**config.mk**
```make
export PLATFORM = sky130hd
export DESIGN_NAME = otn_tx_sched
export DESIGN_NICKNAME = d
export VERILOG_FILES = /design/src/rtl/otn_tx_sched.sv
export SDC_FILE = /design/constraint.sdc
export NUM_CORES = 1
export LEC_CHECK = 0
export ABC_AREA = 1
export BUFFER_PORTS_ARGS = -buffer_cell sky130_fd_sc_hd__buf_2
export CAP_MARGIN = 25
export CORE_MARGIN = 10
export CORE_UTILIZATION = 29
export DETAILED_ROUTE_END_ITERATION = 7
export GPL_ROUTABILITY_DRIVEN = 0
export HOLD_SLACK_MARGIN = 0.06
export PLACE_DENSITY = 0.54
export SYNTH_ARGS = -nofsm -noshare
export SYNTH_HDL_FRONTEND = slang
export SYNTH_SLANG_ARGS = --single-unit
```
**constraint.sdc**
```tcl
create_clock -name i_clk -period 3.5 [get_ports i_clk]
set_clock_uncertainty 0.05 [all_clocks]
set_input_delay 0.525 -clock i_clk [delete_from_list [all_inputs] [get_ports i_clk]]
set_output_delay 0.525 -clock i_clk [all_outputs]
set_load 0.02 [all_outputs]
```
**src/rtl/otn_tx_sched.sv**
```systemverilog
// OTN transmit column scheduler: picks the overhead, payload or BIP-8 byte for each fpc
// position and paces the external frame position counter through advance/hold strobes.
module otn_tx_sched #(
   parameter int OH_COLS  = 16,
   parameter int LAST_COL = 1040,
   parameter int DW       = 8
) (
   input  logic          i_clk,
   input  logic          i_rst,
   input  logic          i_en,
   input  logic [1:0]    i_row_cnt,
   input  logic [10:0]   i_col_cnt,
   output logic          o_fpc_valid,
   output logic          o_fpc_retrans_req,
   input  logic          i_line_retrans_req,
   output logic [5:0]    o_oh_idx,
   input  logic [DW-1:0] i_oh_data,
   input  logic          i_pl_valid,
   input  logic [DW-1:0] i_pl_data,
   output logic          o_pl_ready,
   output logic          o_valid,
   output logic [DW-1:0] o_data,
   output logic [1:0]    o_sel,
   output logic          o_frame_start,
   output logic [15:0]   o_frame_cnt
);

   typedef enum logic [2:0] {IDLE, OH, PAYLOAD, PARITY, HOLD} state_t;

   state_t        state, ret_state;
   logic [DW-1:0] acc;
   logic          consume;
   logic          at_origin, oh_end, pl_end, last_row;
   logic [DW-1:0] byte_mux;
   logic [1:0]    sel_mux;

   assign o_oh_idx  = 6'(32'(i_row_cnt) * OH_COLS + 32'(i_col_cnt));
   assign at_origin = (i_row_cnt == 2'd0) && (i_col_cnt == 11'd0);
   assign oh_end    = (i_col_cnt == 11'(OH_COLS - 1));
   assign pl_end    = (i_col_cnt == 11'(LAST_COL - 1));
   assign last_row  = (i_row_cnt == 2'd3);

   // Hold request masks the advance strobe in the very cycle it rises.
   assign o_pl_ready = (state == PAYLOAD) && !i_line_retrans_req;

   always_comb begin
      consume = 1'b0;
      case (state)
         OH, PARITY: consume = !i_line_retrans_req;
         PAYLOAD:    consume = i_pl_valid && !i_line_retrans_req;
         default:    consume = 1'b0;
      endcase
   end

   assign o_fpc_valid = consume;

   always_comb begin
      byte_mux = i_oh_data;
      sel_mux  = 2'd0;
      if (state == PAYLOAD) begin
         byte_mux = i_pl_data;
         sel_mux  = 2'd1;
      end else if (state == PARITY) begin
         byte_mux = acc;
         sel_mux  = 2'd2;
      end
   end

   always_ff @(posedge i_clk or negedge i_rst) begin
      if (!i_rst) begin
         state             <= IDLE;
         ret_state         <= OH;
         acc               <= '0;
         o_frame_cnt       <= 16'd0;
         o_valid           <= 1'b0;
         o_data            <= '0;
         o_sel             <= 2'd0;
         o_frame_start     <= 1'b0;
         o_fpc_retrans_req <= 1'b0;
      end else begin
         o_valid       <= consume;
         o_data        <= consume ? byte_mux : '0;
         o_sel         <= consume ? sel_mux : 2'd0;
         o_frame_start <= consume && (state == OH) && at_origin;

         // Parity column emits the row's XOR and restarts accumulation in one step.
         if (consume && state == PAYLOAD) acc <= acc ^ i_pl_data;
         if (consume && state == PARITY)  acc <= '0;

         case (state)
            IDLE: begin
               o_fpc_retrans_req <= 1'b1;
               if (i_en && at_origin) begin
                  state             <= OH;
                  o_fpc_retrans_req <= 1'b0;
               end
            end
            HOLD: begin
               if (!i_line_retrans_req) begin
                  state             <= ret_state;
                  o_fpc_retrans_req <= 1'b0;
               end
            end
            OH, PAYLOAD, PARITY: begin
               if (i_line_retrans_req) begin
                  state             <= HOLD;
                  ret_state         <= state;
                  o_fpc_retrans_req <= 1'b1;
               end else if (consume) begin
                  case (state)
                     OH:      if (oh_end) state <= PAYLOAD;
                     PAYLOAD: if (pl_end) state <= PARITY;
                     default: begin
                        if (!last_row) begin
                           state <= OH;
                        end else begin
                           o_frame_cnt <= o_frame_cnt + 16'd1;
                           if (i_en) begin
                              state <= OH;
                           end else begin
                              state             <= IDLE;
                              o_fpc_retrans_req <= 1'b1;
                           end
                        end
                     end
                  endcase
               end
            end
            default: state <= IDLE;
         endcase
      end
   end

endmodule

```
==> reports/metrics.csv, run 1 <==
stage;metric;value;unit
cts;postCtsSetupRepairBufs;0;
run_status;outcome;finished, final reports clean;
synthesis;synth.lib_cells_used.distinct;32;
synthesis;synth.ff_latch_count;43;
finish;area_delta_synth_final;22.0;%
worst_setup_path;path_cells;inv_4 -> nand2_2 -> o21ai_2 -> inv_2 -> nor2_4 -> buf_2;
synthesis;synthesized_instance_count;284;
power;power_per_cell_area;581;mW/mm^2
synthesis;sequential_area_share_after_synthesis;45.4;%
synthesis;syn_nets;320;
min_path;hold_path.class;input port to flip-flop;
timing;min_period_over_period;63.8;%
cts;worst_setup_hold_path_clk_slew;80;ps
drt;drc_errors;0;
timing;setup-violations-final;0;
drt;route.final.wire_length;5.96;mm
place;placement.cell_area;0.00276;sq mm
timing;setup_repair_after_global_routing_missed_its_margin;no;
drt;viasPerCell;4.44;
drt;final_antenna_net_count;0;
floorplan;num_io_pins;71;
worst_setup_path;critical_path_class;flip-flop to output pin;
finish;final_nets;390;
worst_setup_path;r2r_start;state[2];
cts;post_cts.resized_instances;0;
flow_run;reported_max_cap_violation_count;0;
worst_setup_path;worstSetupStartpointType;flip-flop;
floorplan;die_x;110;um
worst_setup_path;worstPathRequired;2920;ps
power;static-leakage-power;1.56;nW
synthesis;syn_avg_cell_area;8.35;sq um
synthesis;area_of_the_mapped_netlist;0.00237;sq mm
finish;area_of_the_multi_input_gates;0.00109;sq mm
global_routing;vias_in_the_first_global_route;2072;
worst_setup_path;cpPeakStageDelay;480;ps
finish;area_of_all_placed_cells_without_fillers;0.00289;sq mm
cts;cts_hold_buffers;0;
synthesis;yosysWarningCount;0;
timing;minimum_clock_period;2230;ps
finish;antenna_cells;0;
timing;worst_slew_pin_slew;419;ps
cts;cts-root-to-sink-buffers;2;
finish;ff_latch_area;0.00108;sq mm
drt;detail_route.iter0.violations;92;
drt;drt_first_pass_iters;4;
cts;cts_root_buf;clkbuf_8;
timing;worst_slew_margin_rel;72.0;%
drt;dr_total_vias;2025;
global_routing;first_pass_grt_wire_length;9.92;mm
timing;timing.final.ws_setup;1270;ps
worst_setup_path;critPathLaunch;state[2];
timing;report.final.slew_viol_count;0;
global_routing;grt_start_max_net_pins;44;
worst_setup_path;crit_path_top_delay_cell;dfrtp_1;
drt;wl_per_cell;13.1;um
finish;layout.filler_cells;840;
floorplan;core_region_area;0.00785;sq mm
worst_setup_path;crit_path_end_kind;output pin;
cts;cts.htree.levels;2;
place;post-place-ws;1480;ps
min_path;hold_path_startpoint;i_oh_data[6];
global_routing;track_usage;9.55;%
global_routing;gr-total-overflow;0;
cts;tritoncts;built;
place;dp_hpwl;4.73;mm
place;buffer_ports.inserted;70;
worst_setup_path;critPathMaxFanout;11;
cts;tritoncts.num_buffers;5;
timing;setup_tns;0;ps
floorplan;floorplan.initialDensity;30.2;%
worst_setup_path;worstPathArrival;1660;ps
power;peakVddDrop;0.233;mV
finish;drive_gt1_share;29.1;%
global_routing;antenna_violations_before_repair;0;
cts;worstSkewPairLatency;290;ps
cts;clock_sink_count;43;
floorplan;die_area;0.0122;sq mm
timing;achievable-frequency;0.448;GHz
timing;timing_hold_violations_final;0;
floorplan;die-height;110;um
finish;finalCoreUtilization;36.9;%
floorplan;placementRows;32;
[cell usage in the layout (no fill, tap or decap), types with 2 or more instances in the layout]
cell type  instances
nand2_1           85
buf_2             70
dfrtp_1           42
inv_1             27
nor2_1            23
xor2_1            13
nand3_1           11
o21ai_2            9
a31oi_1            9
o21ai_0            9
xnor2_1            8
nand4_1            8
clkbuf_8           5
nor2_4             4
nor3_1             4
nand2_2            3
inv_2              3
o21ai_1            3
a21oi_1            2
ha_1               2
[Yosys cell counts, drive strengths merged]
cell,instances,area share (%)
and3,1,0.26
inv,31,5.0
buf,9,3.7
xor2,13,4.8
ha,2,1.1
xnor2,8,3.0
nand2,89,15
dfrtp,42,44
nor3,4,0.84
a21oi,3,0.79
a22oi,1,0.32
or2,1,0.26
a31oi,9,2.4
a21boi,1,0.32
o21ai,21,5.9
dfstp,1,1.1
nand3,12,2.7
nand4,9,3.0
nor2,27,5.5
[power by group]
group	leakage (nW)	switching, mW	internal, mW	total (mW)
Clock	0.0513	0.160	0.209	0.370
Combinational	0.952	0.388	0.213	0.601
Sequential	0.555	0.103	0.609	0.712
[cell families (layout without fill, tap and decap cells)]
logic type	after synthesis	in the layout	share of synthesized area (%)
fa+ha+maj	2	2	1.05
simple gates	143	143	27.4
flops	43	43	45.4
buf+inv	40	110	8.76
compound gates	35	35	9.65
xor+xnor	21	21	7.75
[path summary, 6_finish.rpt]
kind	slack, ps	depth (start not counted)	endpoint
max reg2reg	1730	6	o_frame_cnt[13]
min	440	3	o_data[6]
max	1270	6	o_fpc_valid
min reg2reg	450	2	o_fpc_retrans_req
max in group asynchronous	2330	3	ret_state[0]
min in group asynchronous	560	2	o_frame_cnt[6]
[metrics by stage]
stage,power [mW],std cells,hold slack (ps)
6_report,1.68,456,443
5_1_grt,1.81,456,457
4_1_cts,1.71,454,368
3_5_place_dp,1.33,447,433
3_3_place_gp,1.32,447,425
2_1_floorplan,1.18,284,179
[sequential cells by signal, summed over array words and instances (netlist names)]
name	flops
o_frame_start	1
o_frame_cnt	16
acc	8
state	3
o_valid	1
ret_state	3
o_fpc_retrans_req	1
o_data	8
o_sel	2
[worst max-delay path: cells and delay by family (launching register included)]
kind            cells  cell delay [ps]
simple gates        2              320
flops               1              480
buf+inv             3              370
compound gates      1              210
[routing by layer]
metal	vias to the layer above	wire, um	global-route usage [%]
li1	1042	-	-
met1	939	2650	11.2
met2	40	2910	16.2
met3	4	328	2.86
met4	0	62	3.11
met5	-	0	0
[layout make-up]
| class | instances | area share (%) |
|---|---|---|
| Clock buffer | 6 | 2.51 |
| Timing Repair Buffer | 72 | 13.1 |
| Sequential cell | 43 | 37.2 |
| Tap cell | 102 | 4.41 |
| Multi-Input combinational cell | 201 | 37.6 |
| Inverter | 31 | 4.11 |
| Clock inverter | 1 | 1.04 |
Power figures use the tool's default switching activity.
==> run 2: changes to the inputs <==
- ABC_AREA: 1 -> 0
- PLACE_DENSITY: 0.54 -> 0.55
- clock period: 3.5 -> 2.2 ns (I/O delays scaled with it)
==> reports/metrics.csv, run 2 <==
stage;metric;value;unit;change
synthesis;synth.ff_latch_count;43;;unchanged
finish;finalCoreUtilization;37.7;%;+0.77 points
worst_setup_path;crit_path_end_kind;output pin;;
synthesis;syn_nets;246;;-23%
synthesis;synthesized_instance_count;210;;-26%
worst_setup_path;critical_path_class;flip-flop to output pin;;
worst_setup_path;path_cells;buf_6 -> a21oi_1 -> or3_1 -> inv_1 -> buf_2;;
worst_setup_path;register_to_register_setup_slack;340;ps;-1390 ps
global_routing;antenna_violations_before_repair;0;;unchanged
finish;area_delta_synth_final;27.0;%;
drt;wl_per_cell;14.4;um;+10%
timing;achievable-frequency;0.481;GHz;
synthesis;synthFlopType;dfrtp_1;;
drt;viasPerCell;4.52;;+1.9%
drt;detail_route.iter0.violations;103;;+12%
flow_run;reported_max_cap_violation_count;0;;unchanged
drt;dr_total_vias;1728;;-15%
min_path;hold_path_startpoint;i_col_cnt[10];;
worst_setup_path;worstPathRequired;1820;ps;-1100 ps
min_path;whs_endpoint;o_frame_start;;
drt;final_antenna_net_count;0;;unchanged
worst_setup_path;r2r_start;state[0];;
floorplan;die_area;0.0112;sq mm;-8.1%
worst_setup_path;worst_r2r_endpoint;o_frame_cnt[15];;
cts;tritoncts.num_buffers;5;;unchanged
worst_setup_path;worstSetupStartpointType;flip-flop;;
synthesis;yosysWarningCount;0;;unchanged
timing;setup-violations-final;0;;unchanged
timing;report.final.slew_viol_count;0;;unchanged
cts;postCtsSetupRepairBufs;0;;unchanged
floorplan;die_x;106;um;-4.1%
finish;antenna_cells;0;;unchanged
synthesis;sequential_area_share_after_synthesis;50.4;%;+4.9 points
finish;largest-register;o_frame_cnt;;
worst_setup_path;r2r_cells;5;;-1
floorplan;num_io_pins;71;;unchanged
synthesis;top_area_cell_type_share_of_the_netlist_area;49.1;%;+4.8 points
floorplan;placementRows;31;;-3.1%
synthesis;yosysTopAreaCell;dfrtp_1;;
finish;drive_gt1_share;32.2;%;+3.1 points
worst_setup_path;cpPeakStageDelay;480;ps;about the same
floorplan;die-height;106;um;-4.1%
power;power_per_cell_area;916;mW/mm^2;+58%
synthesis;synth_top_cells_by_count;dfrtp_1 (42), nor2_1 (27), nand2_1 (24);;
finish;area_of_all_placed_cells_without_fillers;0.00272;sq mm;-6.1%
synthesis;area_of_the_mapped_netlist;0.00214;sq mm;-9.8%
power;static-leakage-power;1.35;nW;-13%
synthesis;yosys.cell_count.top_type;dfrtp_1;;
drt;route.final.wire_length;5.50;mm;-7.7%
synthesis;syn_avg_cell_area;10.2;sq um;+22%
power;peakVddDrop;0.344;mV;+48%
timing;timing_hold_violations_final;0;;unchanged
global_routing;gr-total-overflow;0;;unchanged
timing;worst_slew_margin_rel;64.3;%;-7.7 points
finish;final_nets;318;;-18%
cts;cts_root_buf;clkbuf_8;;
place;placement.cell_area;0.00259;sq mm;-6.1%
synthesis;synth.area.top_cells;dfrtp_1 (49%), xnor2_1 (6.5%), nor2_1 (4.7%), mux2i_1 (4.2%), nand2_1 (4.2%);;
synthesis;synth.lib_cells_used.distinct;40;;+25%
worst_setup_path;worstPathArrival;1700;ps;+40 ps
timing;setup_tns;0;ps;unchanged
floorplan;floorplan.initialDensity;29.7;%;-0.57 points
place;dp_hpwl;4.20;mm;-11%
synthesis;synth-edff-count;0;;unchanged
cts;worst_setup_hold_path_clk_slew;80;ps;about the same
timing;worst_slew_pin_slew;535;ps;+116 ps
timing;minimum_clock_period;2080;ps;
worst_setup_path;crit_path_top_delay_cell;dfrtp_1;;
cts;worstSkewPairLatency;290;ps;about the same
cts;tritoncts;built;;
global_routing;track_usage;9.91;%;+0.37 points
cts;clock_sink_count;43;;unchanged
global_routing;grt_start_max_net_pins;24;;-45%
min_path;hold_depth;2;;-1
cts;cts.htree.levels;2;;unchanged
timing;min_period_over_period;94.6;%;
worst_setup_path;critPathMaxFanout;15;;+4
drt;drt_first_pass_iters;4;;unchanged
global_routing;first_pass_grt_wire_length;9.12;mm;-8.1%
place;buffer_ports.inserted;70;;unchanged
finish;largest_register_ffs;16;;unchanged
finish;final_cell_mix;buf_2 (70), dfrtp_1 (42), nor2_1 (27);;
synthesis;synth_async_sr_flop_share;100;%;unchanged
drt;drc_errors;0;;unchanged
floorplan;core_region_area;0.00721;sq mm;-8.1%
run_status;outcome;finished, final reports clean;;
global_routing;vias_in_the_first_global_route;1823;;-12%
finish;most_common_cell_after_layout_fill_and_taps_aside;buf_2;;
finish;reg_top3;o_frame_cnt (16), acc (8), o_data (8);;
min_path;hold_path.class;input port to flip-flop;;
cts;cts-root-to-sink-buffers;2;;unchanged
==> run 2: cell types whose count changed after synthesis, sizes merged, moves of 3 or more <==
cell    change
a211oi      +8
a31oi       -8
and4        +3
clkbuf      +3
inv        -25
mux2i       +9
nand2      -65
nand3       -4
nand4       -3
nor4        +5
o21ai      -17
xnor2       +8
xor2        -3
==> run 2: metal layers <==
metal	track usage [%]	up-vias	wire (um)
met5	0	-	0
met4	3.19	0	43
met3	3.74	4	355
met2	16.2	39	2700
met1	11.8	825	2400
li1	-	860	-
==> run 2: power by group <==
part | switching [mW] | internal, mW | total [mW]
Combinational | 0.517 | 0.366 | 0.883
Sequential | 0.105 | 0.944 | 1.05
Clock | 0.270 | 0.286 | 0.555
Total | 0.891 | 1.60 | 2.49
==> run 2: area by class of cell <==
cell class	count	area, sq um
clock buffer	7	96.3
clock inverter	1	7.51
fill	763	4500
inverter	6	22.5
multi-input combinational	147	952
sequential	43	1080
tap	99	124
timing repair buffer	79	437
==> run 2: cell families (layout without fill, tap and decap cells) <==
kind of cell,after synthesis,count (layout),share of synthesized area (%)
muxes,10,10,4.74
DFF,43,43,50.4
and+or+nand+nor,84,84,19.7
xor gates and xnor gates,26,26,10.6
adders and majority gates,2,2,1.17
buffers and inverters,20,93,5.38
AOI/OAI and AO/OA,25,25,8.01
==> run 2: what timing repair did <==
| item | CTS | global route |
|---|---|---|
| endpoints found under the hold margin | 19 | 0 |
| resized for setup | 0 | 2 |
| hold buffers | 1 | 0 |
| setup endpoints to repair | 0 | 2 |
==> run 2: how the worst max path moves through the flow <==
| stage | start | endpoint | slack (ps) | cells past startpoint |
|---|---|---|---|---|
| floorplan | i_line_retrans_req | o_frame_cnt[13] | 320 | 9 |
| global placement | i_line_retrans_req | o_frame_cnt[15] | 280 | 6 |
| detailed placement | i_line_retrans_req | o_frame_cnt[15] | 230 | 6 |
| CTS | state[0] | o_fpc_valid | 50 | 5 |
| global route | state[0] | o_fpc_valid | -3 | 5 |
| finish | state[0] | o_fpc_valid | 120 | 5 |
==> run 2: per-stage QoR <==
step	hold slack [ps]	cells	power, mW	setup slack [ps]
finish	197	382	2.49	120
global route	193	382	2.67	-2.56
CTS	182	382	2.52	53.2
detailed placement	297	373	1.95	232
global placement	303	373	1.94	285
floorplan	-15.6	210	1.66	325
==> run 2: worst max-delay path, delay by kind of cell (launching register included) <==
kind	cells	cell delay (ps)
DFF	1	480
buffers and inverters	3	480
and+or+nand+nor	1	360
AOI/OAI and AO/OA	1	80
==> run 3: changes to the inputs <==
- clock period: 2.2 -> 2 ns (I/O delays scaled with it)
==> reports/metrics.csv, run 3 (synthesis gave the netlist of run 2 again) <==
stage;metric;value;unit;change
finish;largest-register;o_frame_cnt;;
power;sw_share;34.5;%;-1.3 points
worst_setup_path;worstPathRequired;1650;ps;-170 ps
timing;worst_slew_margin_rel;66.5;%;+2.2 points
timing;timing_hold_violations_final;0;;unchanged
cts;tritoncts.num_buffers;5;;unchanged
global_routing;first_pass_grt_wire_length;9.14;mm;+0.23%
global_routing;track_usage;9.85;%;-0.065 points
cts;tritoncts;built;;
drt;drc_errors;0;;unchanged
worst_setup_path;worst_path_dominant_cell_family;flip-flops;;
timing;setup-violations-final;0;;unchanged
worst_setup_path;critical_path_class;flip-flop to output pin;;
run_status;outcome;finished, final reports clean;;
place;placement.cell_area;0.00262;sq mm;+0.96%
power;total_switching_power;0.976;mW;+9.5%
cts;cts_root_buf;clkbuf_8;;
floorplan;die_area;0.0112;sq mm;unchanged
finish;most_common_cell_after_layout_fill_and_taps_aside;buf_2;;
drt;viasPerCell;4.55;;+0.48%
cts;cts.htree.levels;2;;unchanged
cts;clock_sink_count;43;;unchanged
power;seq_power_share;41.3;%;-0.9 points
finish;area_delta_synth_final;29.1;%;
drt;detail_route.iter0.violations;35;;-66%
worst_setup_path;critPathMaxFanout;11;;-4
finish;largest_register_ffs;16;;unchanged
finish;drive_gt1_share;34.4;%;+2.2 points
timing;setup_repair_after_global_routing_missed_its_margin;no;;
worst_setup_path;crit_path_end_kind;output pin;;
min_path;hold_path.class;input port to flip-flop;;
drt;final_antenna_net_count;0;;unchanged
floorplan;die_x;106;um;unchanged
global_routing;grt_start_max_net_pins;23;;-4.2%
worst_setup_path;worstPathArrival;1570;ps;-130 ps
drt;dr_total_vias;1759;;+1.8%
power;static-leakage-power;1.38;nW;+2.1%
power;internal_power;1.85;mW;+16%
drt;wl_per_cell;14.2;um;-1.5%
global_routing;antenna_violations_before_repair;0;;unchanged
worst_setup_path;path_cells;buf_4 -> or3_4 -> inv_1 -> buf_4;;
place;dp_hpwl;4.26;mm;+1.6%
global_routing;vias_in_the_first_global_route;1872;;+2.7%
floorplan;core_region_area;0.00721;sq mm;unchanged
drt;route.final.wire_length;5.49;mm;-0.24%
timing;report.final.slew_viol_count;0;;unchanged
timing;worst_slew_pin_slew;503;ps;-32.3 ps
min_path;hold_path_startpoint;i_col_cnt[10];;
worst_setup_path;cpPeakStageDelay;460;ps;-20 ps
worst_setup_path;worstSetupStartpointType;flip-flop;;
worst_setup_path;r2r_start;state[2];;
floorplan;floorplan.initialDensity;29.7;%;unchanged
flow_run;reported_max_cap_violation_count;0;;unchanged
worst_setup_path;register_to_register_setup_slack;160;ps;-180 ps
timing;achievable-frequency;0.520;GHz;
timing;min_period_over_period;96.2;%;
cts;cts-root-to-sink-buffers;2;;unchanged
timing;setup_tns;0;ps;unchanged
cts;postCtsSetupRepairBufs;0;;unchanged
power;clock_power_share;25.0;%;+2.7 points
cts;worst_setup_hold_path_clk_slew;80;ps;about the same
cts;worstSkewPairLatency;290;ps;about the same
global_routing;gr-total-overflow;0;;unchanged
power;power_per_cell_area;1020;mW/mm^2;+12%
worst_setup_path;timing.critical_path.mode_cell;buf_4;;
finish;final_nets;323;;+1.6%
power;fin_total_pwr;2.83;mW;+14%
floorplan;num_io_pins;71;;unchanged
floorplan;die-height;106;um;unchanged
finish;area_of_all_placed_cells_without_fillers;0.00276;sq mm;+1.7%
finish;antenna_cells;0;;unchanged
worst_setup_path;worst_r2r_endpoint;state[1];;
worst_setup_path;cp.buffers_inverters;3;;unchanged
finish;final_cell_mix;buf_2 (69), dfrtp_1 (40), nor2_1 (27);;
min_path;whs_endpoint;o_frame_start;;
power;peakVddDrop;0.393;mV;+14%
timing;minimum_clock_period;1920;ps;
drt;drt_first_pass_iters;4;;unchanged
finish;reg_top3;o_frame_cnt (16), acc (8), o_data (8);;
place;buffer_ports.inserted;70;;unchanged
power;comb_power_share;33.6;%;-1.9 points
worst_setup_path;crit_path_top_delay_cell;dfrtp_2;;
floorplan;placementRows;31;;unchanged
min_path;hold_depth;2;;unchanged
worst_setup_path;r2r_cells;5;;unchanged
-- run 3: repair_timing --
action,4_1_cts,5_1_grt
gates resized for setup,1,4
hold buffers,1,0
setup endpoints to repair,1,5
hold endpoints to repair,20,0
-- run 3: area by class of cell --
cell class                      count  area, sq um
Tap cell                           99          124
Timing Repair Buffer               84          460
Clock inverter                      2         35.0
Inverter                            6         22.5
Fill cell                         757         4450
Sequential cell                    43         1080
Clock buffer                        6         82.6
Multi-Input combinational cell    147          957
-- run 3: worst register-to-register path: stages (launching register included) --
cell	delay [ps]
dfrtp_2	460
or4b_1	540
a31oi_1	250
o22ai_1	120
o221ai_1	120
mux2i_1	230
-- run 3: worst max path at each step --
| stage | from | end | slack (ps) | cells after the start |
|---|---|---|---|---|
| final | state[2] | o_fpc_valid | 80 | 4 |
| after global routing | state[2] | o_fpc_valid | 3 | 4 |
| after CTS | state[2] | o_fpc_valid | 10 | 4 |
| after detailed placement | state[0] | state[1] | 150 | 5 |
| after global placement | i_line_retrans_req | state[1] | 170 | 6 |
| after floorplan | state[2] | o_frame_cnt[13] | 130 | 8 |
-- run 3: power groups by stage --
stage | clock [mW] | combinational (mW) | sequential [mW]
after global routing | 0.775 | 1.07 | 1.19
after CTS | 0.731 | 0.962 | 1.17
after floorplan | 0 | 0.603 | 1.22
after global placement | 0 | 0.944 | 1.18
final | 0.708 | 0.951 | 1.17
after detailed placement | 0 | 0.952 | 1.18
-- run 3: metrics by stage --
stage | setup slack [ps] | hold slack (ps) | utilization [%] | std cells
detailed placement | 148 | 254 | 36.3 | 378
global route | 2.91 | 167 | 38.3 | 387
finish | 76.5 | 160 | 38.3 | 387
floorplan | 134 | -45.6 | - | 210
global placement | 172 | 246 | 36.3 | 378
CTS | 11.5 | 148 | 38.1 | 387
-- run 3: routing by layer --
metal  GRT usage [%]  vias to the layer above  routed length (um)
met5               0                        -                   0
li1                -                      874                   -
met4            2.90                        0                  49
met1            11.8                      843                2390
met2            16.3                       38                2700
met3            3.38                        4                 351
